### src/rtl/dmem_responder.sv
// Data-memory responder: one load/store at a time, LATENCY wait cycles, byte/half/word lanes.
// Optional feature: define DMEM_ALIGN_CHECK_EN to fault misaligned half/word accesses.
module dmem_responder #(
   parameter int ADDR_W  = 6,
   parameter int LATENCY = 2
) (
   input  logic        clk,
   input  logic        reset,
   input  logic        req_valid,
   output logic        req_ready,
   input  logic        req_we,
   input  logic [1:0]  req_size,
   input  logic        req_unsigned,
   input  logic [31:0] req_addr,
   input  logic [31:0] req_wdata,
   output logic        rsp_valid,
   input  logic        rsp_ready,
   output logic [31:0] rsp_rdata,
   output logic        rsp_err
);

   typedef enum logic [1:0] {IDLE, WAIT, RESP} state_t;

   state_t      state;
   logic [3:0]  cnt;
   logic        lat_we;
   logic [1:0]  lat_size;
   logic        lat_unsigned;
   logic [31:0] lat_addr;
   logic [31:0] lat_wdata;

   logic [31:0] mem [2**ADDR_W];

   logic        cur_we;
   logic [1:0]  cur_size;
   logic        cur_unsigned;
   logic [31:0] cur_addr;
   logic [31:0] cur_wdata;
   logic        accept;
   logic        commit;
   logic [ADDR_W-1:0] widx;
   logic [1:0]  eff_off;
   logic        misaligned;
   logic        acc_err;
   logic [31:0] rword;
   logic [7:0]  ld_byte;
   logic [15:0] ld_half;
   logic [31:0] ld_data;
   logic [31:0] resp_data;
   logic [3:0]  byte_en;
   logic [31:0] wlane;

   // With zero latency the commit happens on the accept edge, so the live request is used directly.
   assign cur_we       = (state == IDLE) ? req_we       : lat_we;
   assign cur_size     = (state == IDLE) ? req_size     : lat_size;
   assign cur_unsigned = (state == IDLE) ? req_unsigned : lat_unsigned;
   assign cur_addr     = (state == IDLE) ? req_addr     : lat_addr;
   assign cur_wdata    = (state == IDLE) ? req_wdata    : lat_wdata;

   assign accept = (state == IDLE) && req_valid && req_ready;
   assign commit = reset && ((accept && (LATENCY == 0)) || (state == WAIT && cnt == 4'd1));
   assign widx   = cur_addr[ADDR_W+1:2];
   assign rword  = mem[widx];

   always_comb begin
      eff_off    = cur_addr[1:0];
      misaligned = 1'b0;
`ifdef DMEM_ALIGN_CHECK_EN
      misaligned = (cur_size == 2'b01 && cur_addr[0]) ||
                   (cur_size == 2'b10 && cur_addr[1:0] != 2'b00);
`else
      if (cur_size == 2'b01)
         eff_off = {cur_addr[1], 1'b0};
      else if (cur_size == 2'b10)
         eff_off = 2'b00;
`endif
   end

   assign acc_err = (cur_size == 2'b11) || (|cur_addr[31:ADDR_W+2]) || misaligned;

   always_comb begin
      case (eff_off)
         2'd0:    ld_byte = rword[7:0];
         2'd1:    ld_byte = rword[15:8];
         2'd2:    ld_byte = rword[23:16];
         default: ld_byte = rword[31:24];
      endcase
      ld_half = eff_off[1] ? rword[31:16] : rword[15:0];
      case (cur_size)
         2'b00:   ld_data = cur_unsigned ? {24'd0, ld_byte} : {{24{ld_byte[7]}}, ld_byte};
         2'b01:   ld_data = cur_unsigned ? {16'd0, ld_half} : {{16{ld_half[15]}}, ld_half};
         2'b10:   ld_data = rword;
         default: ld_data = 32'd0;
      endcase
      case (cur_size)
         2'b00:   byte_en = 4'b0001 << eff_off;
         2'b01:   byte_en = 4'b0011 << eff_off;
         2'b10:   byte_en = 4'b1111;
         default: byte_en = 4'b0000;
      endcase
      case (cur_size)
         2'b00:   wlane = {4{cur_wdata[7:0]}};
         2'b01:   wlane = {2{cur_wdata[15:0]}};
         default: wlane = cur_wdata;
      endcase
      resp_data = (cur_we || acc_err) ? 32'd0 : ld_data;
   end

   // Array is deliberately outside reset so an aborted access leaves contents untouched.
   always_ff @(posedge clk) begin
      if (commit && cur_we && !acc_err) begin
         for (int i = 0; i < 4; i++) begin
            if (byte_en[i])
               mem[widx][8*i +: 8] <= wlane[8*i +: 8];
         end
      end
   end

   always_ff @(posedge clk) begin
      if (!reset) begin
         state     <= IDLE;
         cnt       <= 4'd0;
         req_ready <= 1'b0;
         rsp_valid <= 1'b0;
         rsp_rdata <= 32'd0;
         rsp_err   <= 1'b0;
      end else begin
         case (state)
            IDLE: begin
               if (accept) begin
                  lat_we       <= req_we;
                  lat_size     <= req_size;
                  lat_unsigned <= req_unsigned;
                  lat_addr     <= req_addr;
                  lat_wdata    <= req_wdata;
                  cnt          <= 4'(LATENCY);
                  req_ready    <= 1'b0;
                  if (LATENCY == 0) begin
                     state     <= RESP;
                     rsp_valid <= 1'b1;
                     rsp_rdata <= resp_data;
                     rsp_err   <= acc_err;
                  end else begin
                     state <= WAIT;
                  end
               end else begin
                  req_ready <= 1'b1;
               end
            end
            WAIT: begin
               if (cnt == 4'd1) begin
                  state     <= RESP;
                  rsp_valid <= 1'b1;
                  rsp_rdata <= resp_data;
                  rsp_err   <= acc_err;
               end else begin
                  cnt <= cnt - 4'd1;
               end
            end
            RESP: begin
               if (rsp_ready) begin
                  state     <= IDLE;
                  rsp_valid <= 1'b0;
                  rsp_rdata <= 32'd0;
                  rsp_err   <= 1'b0;
                  req_ready <= 1'b1;
               end
            end
            default: state <= IDLE;
         endcase
      end
   end

endmodule
### config.mk
export PLATFORM = sky130hd
export DESIGN_NAME = dmem_responder
export DESIGN_NICKNAME = d
export VERILOG_FILES = /design/src/rtl/dmem_responder.sv
export SDC_FILE = /design/constraint.sdc
export NUM_CORES = 2
export LEC_CHECK = 0
export CORE_ASPECT_RATIO = 1.1
export CORE_MARGIN = 3
export CORE_UTILIZATION = 50
export CTS_CLUSTER_DIAMETER = 150
export DETAILED_ROUTE_END_ITERATION = 16
export PLACE_DENSITY = 0.69
export SLEW_MARGIN = 20
export SYNTH_ARGS = -nofsm -noshare
export SYNTH_HDL_FRONTEND = slang
export SYNTH_SLANG_ARGS = --single-unit
### constraint.sdc
create_clock -name clk -period 7.3 [get_ports clk]
set_input_delay 1.095 -clock clk [delete_from_list [all_inputs] [get_ports clk]]
set_output_delay 1.095 -clock clk [all_outputs]
set_load 0.02 [all_outputs]
==> results.cfg <==
[floorplan]
initial_core_util = 0.5054
row_count = 156
fp.dieW_um = 395.3
dieArea_sq_mm = 0.1717
num_io_pins = 107
placeableCoreArea_sq_mm = 0.1649
die_h_um = 434.2

[global_route]
grt_overflow = 0
grt_pass1_wl_mm = 368.2
grt_pass1_vias = 51685
grt_usage = 0.2936
antenna_found_initial = 17
grt_max_degree = 95

[route]
wire_per_inst_um = 31.57
via_per_inst = 6.667
vias = 54307
routed_wl_mm = 257.2
detail-route-antenna-nets = 0
detail_route.iter0.violations = 8051
first_pass_iters = 8
remaining_drc_errors = 0

[cts]
hold_buffers = 0
clk_path_buf_depth = 3
cts_sinks = 2157
clock-root-buffer = clkbuf_16
cts_buffers = 205
htreeDepth = 4
cts_resized = 0
clk_latency_ns = 0.86
clkTransAtPathRegs_ns = 0.06
cts_setup_buffers = 0
cts_tree = yes

[timing]
final_max_slew_viol_count = 0
timing.fmax_mhz = 176.3
relSlewSlack = 0.2095
rsz0062_at_grt = no
tightest_slew_ns = 1.186
fin_crit_ns = 5.673
final.setup.tns_ns = 0
fin_skew_ns = 0.03621
timing.final.crit_share = 0.7772
setup_viol = 0
hold_viol = 0

[synth]
seq_area_frac_synth = 0.7721
async_flop_share = 0
synth-edff-count = 2116
synth_nets = 5606
yosysTopAreaCell = edfxtp_1
synth_ff_type = edfxtp_1
synth_area_leaders = edfxtp_1 76%, o22ai_1 3.5%, nand2_1 2.7%
synth_cells = 5532
synth_warnings = 0
synth.avg_cell_area_sq_um = 15.07
ys_seq_elements = 2157
synth_top_area_share = 0.7623
syn-cell-area_sq_mm = 0.08336
synth_cell_types = 92

[cells_and_area]
final_cell_mix = 2,116 x edfxtp_1, 585 x nand2_1, 467 x o22ai_1
drive_gt1_frac = 0.1273
final_common_cell = edfxtp_1
final_net_count = 5822
areaGrowthSynthToFinish_pct = 14.24
n_fill_cell = 12454

[power_and_ir_drop]
peakVddDrop_v = 0.0001996
cellPowerDensity_mw_per_mm2 = 289.4
leakagePower_nw = 30.06
total_power_w = 0.02756

[critical_path]
critPathLaunchType = register
endpoint = mem[51][28]
crit_path_start = state[1]
r2r_start = state[1]
critPathArrivalTime_ns = 6.12
path_class = reg2reg
cp_max_fo = 18
crit_path_end_kind = register
crit_required_ns = 7.74
reg2reg_depth = 6
r2r_slack_ns = 1.63
reg2reg_to = mem[51][28]

[placed_design]
hpwl_mm = 153.5
port_buffers = 106
place.gp.congestion = 0.9383

[outcome]
outcome = finished, final reports clean

[job]
cap_violations = 0

[hold_path]
holdCritPathClass = reg2reg
cells in the mapped netlist, drive strengths merged (5+ instances only):
master,n
nor2,296
o31ai,21
or4,15
a21oi,89
o22ai,468
a31oi,110
clkbuf,152
a211o,6
a221oi,15
o221ai,96
nor3b,5
buf,254
edfxtp,2116
nand2b,5
o32ai,12
o21ai,180
nand4,21
nand3,194
mux2i,120
mux2,8
o2111ai,14
or3,11
and2,25
nor3,310
o22a,39
a211oi,42
inv,15
a222oi,20
a2111oi,7
a32o,10
dfxtp,41
nand2,603
o211ai,14
and3,41
o41ai,8
a32oi,49
nor4,24
a22oi,19
through the flow:
step / std cells / setup WS, ns / hold slack [ns] / utilization / cell area (sq um)
after floorplan: 5532 / 2.153 / 0.4736 / - / 83360
after global placement: 7752 / 1.479 / 0.4808 / 0.5358 / 88360
after detailed placement: 7753 / 1.420 / 0.4905 / 0.5361 / 88430
after CTS: 8135 / 1.941 / 0.5042 / 0.5770 / 95170
after global routing: 8142 / 1.773 / 0.5244 / 0.5773 / 95210
final: 8146 / 1.627 / 0.5053 / 0.5773 / 95220
kinds of logic after synthesis:
logic type / count (synthesis) / share of synthesized area
xor gates and xnor gates: 2 / 0.0002102
buffers and inverters: 421 / 0.02469
adders and majority gates: 2 / 0.0003002
AOI/OAI and AO/OA: 1253 / 0.1027
DFF: 2157 / 0.7721
and+or+nand+nor: 1569 / 0.08443
muxes: 128 / 0.01554
critical path, cell delays in order (launching register included):
cell and delay [ns]:
dfxtp_1 0.88, or2_1 0.25, mux2i_2 0.94, buf_4 0.34, and2_1 0.93, nand3_1 0.86, nor2_1 1.06
worst min path at each step:
| stage | startpoint | to | cells past startpoint |
|---|---|---|---|
| after floorplan | cnt[0] | cnt[0] | 2 |
| after global routing | rsp_rdata[14] | rsp_rdata[14] | 2 |
| after global placement | rsp_rdata[14] | rsp_rdata[14] | 2 |
| final | rsp_valid | rsp_valid | 2 |
| after CTS | rsp_rdata[14] | rsp_rdata[14] | 2 |
| after detailed placement | rsp_rdata[14] | rsp_rdata[14] | 2 |
routing by layer:
metal,vias up,GRT usage,share of wire,wire length (um)
met1,27068,0.3892,0.36,91380
met3,764,0.07765,0.13,32550
met2,3992,0.4480,0.46,117700
li1,22471,-,-,-
met5,-,0,0.00031,81
met4,12,0.1546,0.060,15430
registers in the layout, summed over array words and instances, names as in the netlist:
signal and cells:
lat_we 1, lat_unsigned 1, req_ready 1, state 2, mem 2048, cnt 4, rsp_valid 1, lat_size 2
rsp_rdata 32, lat_wdata 32, lat_addr 32, rsp_err 1
cell type report:
type	count	area [sq um]	share of cell area
clock buffers	237	5250	0.05513
clock inverters	145	1491	0.01566
diodes	11	27.53	0.0002891
multi-input cells	2954	17570	0.1845
inverters	15	60.06	0.0006307
repair buffers	415	3694	0.03879
flip-flops and latches	2157	64360	0.6759
well taps	2212	2768	0.02907
power breakdown:
group          leakage [nW]  switching [W]  internal (W)  total (W)
Clock                  3.31        0.00463       0.00609     0.0107
Sequential             19.3      0.0000125        0.0140     0.0140
Combinational          7.44        0.00218      0.000690    0.00287
(Power assumes the default switching activity.)
